`src/rtl/dpi_timing_detect.sv`:
```
// rtl/dpi_timing_detect.sv - DPI receive timing measurement, coordinate recovery and lock
module dpi_timing_detect #(
  parameter logic        HS_POL      = 1'b1,
  parameter logic        VS_POL      = 1'b1,
  parameter int unsigned LOCK_FRAMES = 3,
  parameter int unsigned DATA_W      = 24
) (
  input  logic              pixel_clock,
  input  logic              reset_n,
  input  logic              hsync_in,
  input  logic              vsync_in,
  input  logic              de_in,
  input  logic [DATA_W-1:0] rgb_in,
  output logic [DATA_W-1:0] rgb_out,
  output logic              de_out,
  output logic [11:0]       pixel_x,
  output logic [11:0]       line_y,
  output logic              line_start,
  output logic              frame_start,
  output logic [11:0]       h_total,
  output logic [11:0]       h_active,
  output logic [11:0]       v_total,
  output logic [11:0]       v_active,
  output logic              locked
);

  localparam logic [11:0] CNT_MAX = 12'hFFF;
  localparam logic [3:0]  LOCK_N  = 4'(LOCK_FRAMES);

  typedef enum logic [1:0] {
    ST_SEARCH = 2'd0,
    ST_CHECK  = 2'd1,
    ST_LOCKED = 2'd2
  } state_e;

  function automatic logic [11:0] sat_inc(input logic [11:0] v);
    return (v == CNT_MAX) ? v : v + 12'd1;
  endfunction

  // Stage 1 input registers and their one-clock history for edge detection
  logic              hs1_q, vs1_q, de1_q;
  logic              hs1p_q, vs1p_q, de1p_q;
  logic [DATA_W-1:0] rgb1_q;

  // Stage 2 output registers
  logic [DATA_W-1:0] rgb2_q;
  logic              de2_q;
  logic [11:0]       px_q, px_d;
  logic [11:0]       ly_q, ly_d;
  logic              ls_q, ls_d;
  logic              fs_q, fs_d;
  logic              fpend_q, fpend_d;

  // Free-running counters: clocks since hsync, DE run length, lines since vsync
  logic [11:0] hcnt_q, hcnt_d;
  logic [11:0] dcnt_q, dcnt_d;
  logic [11:0] hl_q, hl_d;
  logic [11:0] dl_q, dl_d;

  // Measurement registers
  logic [11:0] ht_q, ht_d;
  logic [11:0] ha_q, ha_d;
  logic [11:0] vt_q, vt_d;
  logic [11:0] va_q, va_d;

  // Lock FSM state
  state_e      state_q;
  logic [3:0]  match_q;
  logic [47:0] prev_q;
  logic        locked_q;

  logic        hs_edge, vs_edge, de_rise, de_fall;
  logic        h_to, v_to, timeout, h_mis;
  logic [11:0] ht_new;
  logic [47:0] frame_meas;
  logic [3:0]  match_inc;

  assign hs_edge = (hs1_q == HS_POL) && (hs1p_q != HS_POL);
  assign vs_edge = (vs1_q == VS_POL) && (vs1p_q != VS_POL);
  assign de_rise = de1_q && !de1p_q;
  assign de_fall = !de1_q && de1p_q;

  // Saturated counters mean a sync has disappeared; everything measured is stale
  assign h_to    = (hcnt_q == CNT_MAX);
  assign v_to    = (hl_q == CNT_MAX) || (dl_q == CNT_MAX);
  assign timeout = h_to || v_to;

  assign ht_new  = hcnt_q + 12'd1;
  // Line spacing changed mid-frame: no need to wait for vsync to drop lock
  assign h_mis   = hs_edge && (ht_new != ht_q);

  // Frame signature compared vsync-to-vsync; vertical values are the ones latched this edge
  assign frame_meas = {ht_q, ha_q, hl_q, dl_q};
  assign match_inc  = match_q + 4'd1;

  // Stage 1 capture of the raw DPI inputs
  always_ff @(posedge pixel_clock or negedge reset_n) begin
    if (!reset_n) begin
      hs1_q  <= 1'b0;
      vs1_q  <= 1'b0;
      de1_q  <= 1'b0;
      hs1p_q <= 1'b0;
      vs1p_q <= 1'b0;
      de1p_q <= 1'b0;
      rgb1_q <= '0;
    end else begin
      hs1_q  <= hsync_in;
      vs1_q  <= vsync_in;
      de1_q  <= de_in;
      hs1p_q <= hs1_q;
      vs1p_q <= vs1_q;
      de1p_q <= de1_q;
      rgb1_q <= rgb_in;
    end
  end

  // Next-state for counters, measurements and stage 2 coordinates
  always_comb begin
    hcnt_d = hs_edge ? 12'd0 : sat_inc(hcnt_q);

    dcnt_d = dcnt_q;
    if (de_fall) begin
      dcnt_d = 12'd0;
    end else if (de1_q) begin
      dcnt_d = sat_inc(dcnt_q);
    end

    // An hsync or DE rise coincident with vsync belongs to the new frame
    hl_d = hl_q;
    dl_d = dl_q;
    if (vs_edge) begin
      hl_d = hs_edge ? 12'd1 : 12'd0;
      dl_d = de_rise ? 12'd1 : 12'd0;
    end else begin
      if (hs_edge) hl_d = sat_inc(hl_q);
      if (de_rise) dl_d = sat_inc(dl_q);
    end

    ht_d = ht_q;
    ha_d = ha_q;
    vt_d = vt_q;
    va_d = va_q;
    if (timeout) begin
      ht_d = 12'd0;
      ha_d = 12'd0;
      vt_d = 12'd0;
      va_d = 12'd0;
    end else begin
      if (hs_edge) ht_d = ht_new;
      if (de_fall) ha_d = dcnt_q;
      if (vs_edge) begin
        vt_d = hl_q;
        va_d = dl_q;
      end
    end

    px_d = px_q;
    if (de1_q) begin
      px_d = de_rise ? 12'd0 : sat_inc(px_q);
    end

    // Line index is the number of DE lines already seen this frame
    ly_d = ly_q;
    if (de_rise) begin
      ly_d = vs_edge ? 12'd0 : dl_q;
    end

    ls_d = de_rise;
    fs_d = de_rise && (fpend_q || vs_edge);

    fpend_d = fpend_q;
    if (de_rise) begin
      fpend_d = 1'b0;
    end else if (vs_edge) begin
      fpend_d = 1'b1;
    end
  end

  // Counter, measurement and stage 2 registers
  always_ff @(posedge pixel_clock or negedge reset_n) begin
    if (!reset_n) begin
      hcnt_q  <= 12'd0;
      dcnt_q  <= 12'd0;
      hl_q    <= 12'd0;
      dl_q    <= 12'd0;
      ht_q    <= 12'd0;
      ha_q    <= 12'd0;
      vt_q    <= 12'd0;
      va_q    <= 12'd0;
      rgb2_q  <= '0;
      de2_q   <= 1'b0;
      px_q    <= 12'd0;
      ly_q    <= 12'd0;
      ls_q    <= 1'b0;
      fs_q    <= 1'b0;
      fpend_q <= 1'b0;
    end else begin
      hcnt_q  <= hcnt_d;
      dcnt_q  <= dcnt_d;
      hl_q    <= hl_d;
      dl_q    <= dl_d;
      ht_q    <= ht_d;
      ha_q    <= ha_d;
      vt_q    <= vt_d;
      va_q    <= va_d;
      rgb2_q  <= rgb1_q;
      de2_q   <= de1_q;
      px_q    <= px_d;
      ly_q    <= ly_d;
      ls_q    <= ls_d;
      fs_q    <= fs_d;
      fpend_q <= fpend_d;
    end
  end

  // Lock FSM: timeout beats line-spacing change beats the per-frame comparison
  always_ff @(posedge pixel_clock or negedge reset_n) begin
    if (!reset_n) begin
      state_q  <= ST_SEARCH;
      match_q  <= 4'd0;
      prev_q   <= 48'd0;
      locked_q <= 1'b0;
    end else if (timeout) begin
      state_q  <= ST_SEARCH;
      match_q  <= 4'd0;
      prev_q   <= 48'd0;
      locked_q <= 1'b0;
    end else if (h_mis && (state_q != ST_SEARCH)) begin
      state_q  <= ST_SEARCH;
      match_q  <= 4'd0;
      locked_q <= 1'b0;
    end else if (vs_edge) begin
      prev_q <= frame_meas;
      case (state_q)
        ST_SEARCH: begin
          state_q <= ST_CHECK;
          match_q <= 4'd0;
        end
        ST_CHECK: begin
          if (frame_meas == prev_q) begin
            match_q <= match_inc;
            if (match_inc == LOCK_N) begin
              state_q  <= ST_LOCKED;
              locked_q <= 1'b1;
            end
          end else begin
            match_q <= 4'd0;
          end
        end
        ST_LOCKED: begin
          if (frame_meas != prev_q) begin
            state_q  <= ST_SEARCH;
            match_q  <= 4'd0;
            locked_q <= 1'b0;
          end
        end
        default: begin
          state_q  <= ST_SEARCH;
          match_q  <= 4'd0;
          locked_q <= 1'b0;
        end
      endcase
    end
  end

  assign rgb_out     = rgb2_q;
  assign de_out      = de2_q;
  assign pixel_x     = px_q;
  assign line_y      = ly_q;
  assign line_start  = ls_q;
  assign frame_start = fs_q;
  assign h_total     = ht_q;
  assign h_active    = ha_q;
  assign v_total     = vt_q;
  assign v_active    = va_q;
  assign locked      = locked_q;

endmodule
```
`config.mk`:
```
export PLATFORM = sky130hd
export DESIGN_NAME = dpi_timing_detect
export DESIGN_NICKNAME = d
export VERILOG_FILES = /design/src/rtl/dpi_timing_detect.sv
export SDC_FILE = /design/constraint.sdc
export NUM_CORES = 1
export LEC_CHECK = 0
export CORE_ASPECT_RATIO = 2
export CORE_UTILIZATION = 30
export CTS_CLUSTER_SIZE = 20
export DETAILED_ROUTE_END_ITERATION = 10
export DONT_BUFFER_PORTS = 1
export MAX_ROUTING_LAYER = met4
export PLACE_DENSITY_LB_ADDON = 0.05
export SYNTH_ARGS = -nofsm -noshare
export SYNTH_HDL_FRONTEND = slang
export SYNTH_SLANG_ARGS = --single-unit
```
`constraint.sdc`:
```
create_clock -name pixel_clock -period 3.24 [get_ports pixel_clock]
set_clock_uncertainty 0.15 [all_clocks]
set_input_delay 0.972 -clock pixel_clock [delete_from_list [all_inputs] [get_ports pixel_clock]]
set_output_delay 0.972 -clock pixel_clock [all_outputs]
set_load 0.01 [all_outputs]
```
==> results by group, run 1 <==
Cells and area
  – Multi-input gate area: 4100 um2
  – Non-filler cells, final: 1469
  – Synth-to-Final Area Change: 18.0%
  – Post-layout util: between 30% and 40%
  – Final #Nets: roughly 1100
  – Cell area after layout: roughly 12000 um2
  – Antenna cells: 0
  – Fillers: between 3000 and 4000
  – Register area: between 5000 and 6000 um2
  – Fraction of layout cells with a size suffix above 1: between 10% and 20%

Place
  – Buffers on Ports: 0
  – GPL Wtd Cong: ~0.79
  – Inst Count DP: about 1400
  – Detailed placer's ending HPWL: roughly 20000 um
  – Placement Cell Area: about 11000 um2

Yosys
  – Post-synth EDFFs: 0
  – Synth top area cells: dfrtp_1 57%, xnor2_1 5.8%, mux2i_1 4.8%, nor2_1 4.6%, nand2_1 4.2%
  – Gate Count Post-Synth: 975
  – Top cell type's share of synthesized area: between 50% and 60%
  – Post-synth ARST share: 100%
  – Yosys warning count: 0
  – Syn avg cell area: 10.4 um2
  – Area of the mapped netlist: approximately 10000 um2
  – Mapped Nets: roughly 1000
  – Cell taking the most area after synthesis: dfrtp_1
  – Sequential-to-total area share from yosys stat: 57.1%
  – Flops & latches, synth: 232
  – Post-synth cell types: 52
  – Predominant post-synthesis flop cell: dfrtp_1

Route
  – Initial detailed-routing violation count: 304
  – Final wirelength: 29200 um
  – Antenna-violating nets left: 0
  – Vias per cell: between 4 and 5
  – Wire per inst: slightly below 20 um
  – Via count: roughly 7000
  – # DRC: 0
  – First drt pass iteration count: 4

Critical path
  – Cell breakdown of the critical path: ha_1 > nand3_1 > nor3_1 > or3_4 > nor3_1 > nor2_1 > o31ai_4 > buf_4 > and2_1 > buf_4 > a211o_1
  – Worst r2r path cells: 11
  – Slowest stage cell, crit path: dfrtp_1
  – Worst setup SP type: register
  – CP max FO: 9
  – Worst path max stage delay: between 0.4 and 0.5 ns
  – Crit path kind: register to register
  – Critical path required time: between 3 and 4 ns
  – CP endpoint kind: register
  – Arrival @ worst endpoint: around 3.4 ns

CTS
  – Clock Sinks: around 230
  – H-tree depth: 1
  – Max clock buf depth: 3
  – CTS Buf Count: 24
  – Clock Latency Late Sink: between 0.5 and 0.6 ns
  – CTS root buffer: clkbuf_16
  – CTS tree: done
  – Clock slew at reported path FFs: about 0.070 ns

Global routing
  – GRT Total Usage: 17.8%
  – Largest net degree at the start of global routing: 233
  – Initial antenna violation count: 1
  – First-pass GRT wire length: around 46000 um
  – Vias in the first global route: approximately 7600
  – Grt total ovfl: 0

Timing
  – Max_slew headroom: 48.4%
  – Final slew viol count: 0
  – Hold slack: -0.00512 ns
  – Minimum clock period: 3.08 ns
  – Fmax: 325 MHz
  – Slew @ Worst Pin: between 0.7 and 0.8 ns
  – Setup TNS: 0 ns
  – Setup violators final: 0
  – Fin. Hold Viols: 2
  – Fin crit share: between 90% and 100%

Die
  – Die height: between 200 and 300 um
  – Chip Width: approximately 130 um
  – Die area: 34600 um2
  – Starting density of the core: about 30%
  – Io pins: about 130
  – Core footprint: 33500 um2
  – Row cnt: 95

Outcome
  – Failing checks: hold timing
  – Status: complete, but fails checks

Power
  – Maximum vdd drop: 0.372 mV
  – P_leak: approximately 5.2 nW
  – Pwr dens: roughly 630 nW/um2

Job
  – Max-Cap Viols: 0

Worst hold path
  – Hold Path Class: primary input to async pin
-- flip-flops by register name, indices dropped and copies added, names as in the netlist, 2 cells and up --
register,count
hl_q,12
state_q,2
v_total,12
h_total,12
prev_q,48
rgb1_q,24
match_q,4
v_active,12
line_y,12
rgb_out,24
pixel_x,12
hcnt_q,12
dl_q,12
dcnt_q,12
h_active,12
-- cell usage in the layout, fill, tap and decap left out, types with 3 or more instances in the layout --
| master | count |
|---|---|
| xnor2_1 | 67 |
| clkinv_2 | 6 |
| and2_1 | 3 |
| inv_1 | 8 |
| nor4_1 | 9 |
| mux2_2 | 3 |
| nor2_1 | 124 |
| buf_12 | 3 |
| ha_1 | 7 |
| dfrtp_1 | 231 |
| nor3_2 | 3 |
| mux2i_1 | 48 |
| nor3b_1 | 3 |
| nand4_1 | 43 |
| o21ai_0 | 32 |
| a31oi_1 | 5 |
| clkbuf_16 | 27 |
| nand2_1 | 114 |
| a22o_1 | 13 |
| nor3_1 | 15 |
| clkbuf_8 | 4 |
| nand2b_1 | 7 |
| bufinv_16 | 3 |
| xor2_1 | 28 |
| a21oi_1 | 74 |
| buf_4 | 69 |
| nor2b_1 | 4 |
| or3_1 | 14 |
| nand3_1 | 22 |
| and3_1 | 4 |
-- per-layer routing --
metal / track usage (%) / wire length (um)
met5: - / 0
met4: 5.44 / 661
met3: 2.90 / 1210
met2: 33.4 / 16500
met1: 18.7 / 10900
-- where the power goes --
| part | total (W) | internal, W | switching (W) |
|---|---|---|---|
| clock | 0.00297 | 0.00175 | 0.00122 |
| sequential | 0.00341 | 0.00313 | 0.000281 |
| combinational | 0.00116 | 0.000552 | 0.000606 |
-- final timing paths --
check | startpoint | to | slack [ns]
setup / recovery | hl_q[1] | locked | 0.16
setup reg to reg | hl_q[1] | locked | 0.16
hold / removal | reset_n | h_total[5] | -0.005
hold reg to reg | rgb1_q[21] | rgb_out[21] | 0.19
max in group asynchronous | reset_n | rgb1_q[20] | 2.33
min in group pixel_clock | rgb1_q[21] | rgb_out[21] | 0.19
-- critical path: cells and delay by family (launching register included) --
family                   cells  cell delay [ns]
buffers and inverters        2             0.30
AO/OA/AOI/OAI                2             0.40
AND/OR/NAND/NOR              6             1.32
flip-flops                   1             0.49
adder cells (fa/ha/maj)      1             0.31
-- synth_stat cells (all sizes together) (3+ instances only) --
cell	count
dfrtp	232
nor2	124
nand2	114
a21oi	74
xnor2	68
clkbuf	51
mux2i	49
nand4	43
o21ai	32
xor2	28
nand3	23
nor3	18
or3	15
a22o	13
nor4	11
buf	10
inv	8
ha	7
nand2b	7
a31oi	5
nor2b	5
and3	4
and2	3
mux2	3
nor3b	3
-- logic make-up after synthesis --
| group | synth area share [%] |
|---|---|
| adders and majority gates | 0.862 |
| and+or+nand+nor | 17.3 |
| xor gates and xnor gates | 8.57 |
| AOI/OAI and AO/OA | 8.01 |
| muxes | 5.16 |
| buffers and inverters | 2.98 |
| DFF | 57.1 |
-- what timing repair did --
action,CTS,global route
setup buffers,0,1
setup endpoints to repair,1,52
pin swaps,0,2
resized for setup,1,7
hold endpoints to repair,232,116
gates cloned,0,2
-- final cells by class --
cell class,instances,area share (%)
Multi-Input combinational cell,674,34.2
Timing Repair Buffer,75,5.47
Clock inverter,13,1.27
Inverter,8,0.251
Clock buffer,31,5.74
Sequential cell,232,48.5
Tap cell,436,4.55
-- through the flow --
step                      total power, W  hold slack (ns)  setup slack [ns]
final                            0.00754         -0.00512             0.159
after global placement           0.00460            0.181           -0.0438
after detailed placement         0.00461            0.185          -0.00450
after global routing             0.00794          -0.0368          -0.00166
after floorplan                  0.00415            0.181             0.360
after CTS                        0.00765          -0.0366            0.0802
No activity file was read; power rests on OpenSTA's default activity.
==> run 2, diff against run 1 <==
CORE_ASPECT_RATIO = 1.4   (was 2)
==> run 2 against run 1 <==
Net effect:
- register-to-register slack better by 0.06 ns
- clock-buffer cell count is 1 higher
- cell count rose by 0.20%
- sequential power is essentially flat
- critical path depth unchanged
- flip-flop and latch count stayed put
- wire length fell by 6.4%
- highest routed layer unchanged
- power fell by 2.7%
- the run now ends clean
- critical path type unchanged
- sequential share of layout area up 0.38 points
- maximum frequency up 2.0%
==> results by group, run 2 (synthesis gave the netlist of run 1 again) <==
Outcome
  – Status: finished, final reports clean

Place
  – Detailed placer's ending HPWL: 18200 um
  – GPL Wtd Cong: approximately 0.77
  – Buffers on Ports: 0
  – Pre-CTS WS: 0.166 ns

CTS
  – CTS root buffer: clkbuf_16
  – Clock Sinks: about 230
  – CTS Buf Count: 25
  – Max clock buf depth: 3
  – CTS tree: done
  – Clock Latency Late Sink: ~0.53 ns
  – Clock slew at reported path FFs: 0.06 ns
  – H-tree depth: 1
  – Post-CTS setup repair buffer count: 0

Route
  – Via count: about 7000
  – Initial detailed-routing violation count: roughly 440
  – Vias per cell: 4.84
  – Antenna-violating nets left: 0
  – # DRC: 0
  – Final wirelength: roughly 27000 um
  – Wire per inst: approximately 19 um
  – First drt pass iteration count: 4

Global routing
  – Initial antenna violation count: 0
  – Grt total ovfl: 0
  – First-pass GRT wire length: around 43000 um
  – Vias in the first global route: around 7300
  – Largest net degree at the start of global routing: between 200 and 250
  – GRT Total Usage: 16.6%

Cells and area
  – Commonest non-fill, non-tap cell in the layout: dfrtp_1
  – Synth-to-Final Area Change: 17.0%
  – Number of flip-flops in the largest register: 48
  – Fillers: ~3400
  – Most frequent cells in the layout: 232 x dfrtp_1, 124 x nor2_1, 114 x nand2_1
  – Final #Nets: ~1000
  – Register bank with the most flops: prev_q
  – Antenna cells: 0
  – Fraction of layout cells with a size suffix above 1: 12.1%

Power
  – Comb pwr share: ~15%
  – P_leak: slightly above 5 nW
  – Switching Fraction: between 20% and 30%
  – Net switching power: 0.00205 W
  – Internal Power: ~0.0053 W
  – Maximum vdd drop: 0.373 mV
  – Pwr dens: 617 nW/um2
  – Clock power frac: 38.4%
  – Sequential power share: 46.6%

Die
  – Chip Width: around 160 um
  – Die area: 34600 um2
  – Starting density of the core: 30.5%
  – Io pins: about 130
  – Core footprint: approximately 33000 um2
  – Die height: about 220 um
  – Row cnt: between 70 and 80

Critical path
  – Worst setup SP type: register
  – CP max FO: 20
  – CP endpoint kind: register
  – Arrival @ worst endpoint: approximately 3.3 ns
  – Critical path required time: 3.49 ns
  – Crit path kind: register to register

Timing
  – Minimum clock period: slightly above 3 ns
  – Setup violators final: 0
  – Setup TNS: 0 ns
  – Final WS setup: approximately 0.22 ns
  – Fmax: between 300 and 400 MHz
  – Final slew viol count: 0
  – Fin. Hold Viols: 0
  – Max_slew headroom: a little under half
  – Fin crit share: 93.2%
  – Slew @ Worst Pin: around 0.81 ns
  – RSZ-0062 raised after global routing: no

Job
  – Max-Cap Viols: 0

Worst hold path
  – Hold Path Class: primary input to async pin
run 2: changes by cell type in the layout (fill, tap and decap cells not counted), moves of 2 or more:
cell / before / now
buf_12: 3 / 5
buf_4: 69 / 62
clkbuf_16: 27 / 25
clkinv_2: 6 / 9
clkbuf_8: 4 / 6
bufinv_16: 3 / 1
run 2: layout make-up:
cell class                 count  area, um2  share of cell area (%)
clock inverter                12       90.1                   0.758
sequential                   232       5810                    48.8
multi-input combinational    674       4090                    34.4
tap                          445        557                    4.68
clock buffer                  32        712                    5.99
timing repair buffer          69        603                    5.07
inverter                       8       30.0                   0.253
run 2: worst max-delay path, cell delays in order, from the launching register on:
cell     delay (ns)
dfrtp_1        0.38
ha_1           0.25
xnor2_2        0.16
xnor2_1        0.12
or3_1          0.41
nor4_4         0.34
nand3_2        0.16
o31ai_4        0.28
buf_12         0.17
buf_12         0.19
mux2i_1        0.22
nor2_1         0.05
run 2: metal layers:
layer  share of wire (%)  track usage, %  up-vias
met3                 5.3            3.40       34
met4                 1.7            4.21        0
li1                    -               -     3407
met2                  50            28.0      150
met5                   0               -        -
met1                  43            20.2     3532
run 2: power by group through the flow:
stage          Clock (W)  Sequential, W  Combinational (W)
2_1_floorplan          0        0.00340           0.000748
3_3_place_gp           0        0.00347            0.00108
3_5_place_dp           0        0.00347            0.00108
4_1_cts          0.00293        0.00342            0.00109
5_1_grt          0.00304        0.00345            0.00123
6_report         0.00282        0.00341            0.00110
run 2: timing repair:
item / in CTS / in global routing
setup endpoints to repair: 0 / 7
gates resized for setup: 0 / 3
endpoints found under the hold margin: 232 / 40
run 2: metrics by stage:
step | power, W | hold slack (ns) | util [%] | instances | cell area, um2
floorplan | 0.00415 | 0.181 | - | 975 | 10200
global placement | 0.00455 | 0.182 | 33.1 | 1426 | 11000
detailed placement | 0.00455 | 0.186 | 33.1 | 1426 | 11000
CTS | 0.00744 | -0.0365 | 35.5 | 1470 | 11800
global route | 0.00772 | 0.00335 | 35.7 | 1472 | 11900
finish | 0.00733 | 0.0502 | 35.7 | 1472 | 11900
run 2: worst paths after layout:
check / start / end / slack, ns / depth (start not counted)
setup reg to reg: hcnt_q[0] / prev_q[7] / 0.22 / 11
min in group pixel_clock: rgb1_q[12] / rgb_out[12] / 0.19 / 0
hold reg to reg: rgb1_q[12] / rgb_out[12] / 0.19 / 0
max in group asynchronous: reset_n / prev_q[32] / 1.97 / 1
hold / removal: reset_n / prev_q[33] / 0.05 / 0
setup / recovery: hcnt_q[0] / prev_q[7] / 0.22 / 11
==> run 3, diff against run 2 <==
CTS_CLUSTER_DIAMETER = 40   (was unset)
==> run 3 against run 2 <==
Net effect:
- cell area is 5.9% higher
- flip-flop and latch count stayed put
- non-clock buffer count is 1 higher
- cell count is 2.1% higher
- register-to-register slack better by 0.04 ns
- hold slack worse by 0.012 ns
- core utilization is 2.1 points higher
- global-route usage is 0.29 points higher
- via count is 1.7% higher
- clock-buffer cell count is 15 higher
- critical path type unchanged
- critical endpoint unchanged
- largest power group is now the clock network
==> results by group, run 3 (synthesis gave the netlist of run 1 again) <==
Outcome
  – Status: finished, final reports clean

Critical path
  – CP max FO: 20
  – Reg2reg setup slack: about 0.26 ns
  – Worst setup SP type: register
  – Worst r2r path cells: 11
  – Crit path kind: register to register
  – Reg-to-Reg Start: hcnt_q[0]
  – CP endpoint kind: register
  – Critical path required time: 3.47 ns
  – Crit path capture: prev_q[7]
  – Crit path from: hcnt_q[0]
  – Arrival @ worst endpoint: about 3.2 ns
  – Endpoint of the worst-slack reg-to-reg timing path: prev_q[7]

CTS
  – Clock Sinks: 232
  – H-tree depth: 2
  – CTS root buffer: clkbuf_16
  – Clock slew at reported path FFs: around 0.050 ns
  – CTS tree: done
  – Clock Latency Late Sink: 0.53 ns
  – CTS Buf Count: 40
  – Max clock buf depth: 3

Timing
  – Final slew viol count: 0
  – RSZ-0062 raised after global routing: no
  – Minimum clock period: between 2 and 3 ns
  – Fin. Hold Viols: 0
  – Setup violators final: 0
  – Setup TNS: 0 ns
  – Fmax: 335 MHz
  – Final WS setup: around 0.26 ns
  – Slew @ Worst Pin: slightly above 0.8 ns
  – Hold slack: approximately 0.039 ns
  – Max_slew headroom: a little under half
  – Fin crit share: between 90 and 100%

Route
  – Final wirelength: approximately 27000 um
  – Initial detailed-routing violation count: 387
  – Vias per cell: 4.82
  – Antenna-violating nets left: 0
  – # DRC: 0
  – First drt pass iteration count: 5
  – Wire per inst: between 15 and 20 um
  – Via count: between 7000 and 8000

Global routing
  – Initial antenna violation count: 0
  – Grt total ovfl: 0
  – Largest net degree at the start of global routing: roughly 230
  – GRT Total Usage: 16.9%
  – First-pass GRT wire length: about 43000 um
  – Vias in the first global route: 7460

Place
  – Inst Count DP: 1426
  – Buffers on Ports: 0
  – Pre-CTS WS: roughly 0.17 ns
  – Detailed placer's ending HPWL: 18200 um
  – GPL Wtd Cong: a little under 0.8

Die
  – Starting density of the core: between 30% and 40%
  – Io pins: roughly 130
  – Die area: between 30000 and 40000 um2
  – Row cnt: just under 80
  – Chip Width: approximately 160 um
  – Core footprint: between 30000 and 40000 um2
  – Die height: around 220 um

Power
  – Internal Power: 0.00678 W
  – P_leak: between 5 and 6 nW
  – Sequential power share: 37.4%
  – Pwr dens: between 700 and 800 nW/um2
  – Maximum vdd drop: between 0.3 and 0.4 mV
  – Net switching power: about 0.0024 W
  – Clock power frac: 50.7%
  – Comb pwr share: between 10% and 20%
  – Switching Fraction: ~26%

Cells and area
  – Synth-to-Final Area Change: 24.0%
  – Non-filler cells, final: ~1500
  – Commonest non-fill, non-tap cell in the layout: dfrtp_1
  – Post-layout util: 37.8%
  – Antenna cells: 0
  – Fraction of layout cells with a size suffix above 1: roughly 15%
  – Final #Nets: around 1100
  – Most frequent cells in the layout: 232 x dfrtp_1, 124 x nor2_1, 114 x nand2_1
  – Number of flip-flops in the largest register: 48
  – Register bank with the most flops: prev_q

Worst hold path
  – Hold Path Class: primary input to async pin

Job
  – Max-Cap Viols: 0
[run 3: cell count changes in the layout (fill, tap and decap cells not counted), sizes merged]
cell      before  now
inv            8   15
clkinvlp       2    4
bufinv         1    9
clkbuf        32   47
buf           68   69
clkinv         9    7
[run 3: worst min path at each step]
stage                  endpoint        from  slack, ns
CTS                  v_total[5]     reset_n      -0.02
detailed placement   rgb_out[8]   rgb1_q[8]       0.19
floorplan            rgb_out[0]   rgb1_q[0]       0.18
finish               prev_q[43]     reset_n       0.04
global route          hcnt_q[0]     reset_n      0.002
global placement    rgb_out[12]  rgb1_q[12]       0.18
[run 3: power by group through the flow]
stage | Sequential [W] | Clock, W | Combinational [W]
4_1_cts | 0.00342 | 0.00479 | 0.00109
2_1_floorplan | 0.00340 | 0 | 0.000748
5_1_grt | 0.00346 | 0.00491 | 0.00122
6_report | 0.00342 | 0.00463 | 0.00109
3_3_place_gp | 0.00347 | 0 | 0.00108
3_5_place_dp | 0.00347 | 0 | 0.00108
[run 3: per-layer routing]
metal | part of all wire [%] | vias up | track usage, %
met4 | 2.4 | 0 | 5.70
met1 | 42 | 3550 | 20.0
met3 | 5.0 | 44 | 3.87
li1 | - | 3468 | -
met2 | 50 | 180 | 28.1
met5 | 0 | - | -
[run 3: repair_timing]
action	in CTS	in global routing
endpoints found under the setup margin	0	13
buffers inserted	0	1
resized for setup	0	6
endpoints found under the hold margin	180	20
[run 3: worst max-delay path, cell delays in order, from the launching register on]
cell,delay [ns]
dfrtp_1,0.34
buf_4,0.16
nand3_2,0.13
nor4_4,0.27
mux2_2,0.39
nor4_4,0.32
nand3_2,0.16
o31ai_4,0.28
buf_12,0.17
buf_12,0.19
mux2i_1,0.22
nor2_1,0.05
[run 3: metrics by stage]
stage               power (W)  area [um2]
detailed placement    0.00455       11000
CTS                   0.00930       12500
finish                0.00915       12600
global route          0.00959       12600
global placement      0.00455       11000
floorplan             0.00415       10200
[run 3: area by class of cell]
| cell class | count | area [um2] |
|---|---|---|
| clock buffers | 47 | 1080 |
| repair buffers | 70 | 603 |
| inverters | 8 | 30.0 |
| well taps | 445 | 557 |
| fillers | 3331 | 20700 |
| flip-flops and latches | 232 | 5810 |
| multi-input cells | 674 | 4110 |
| clock inverters | 27 | 410 |
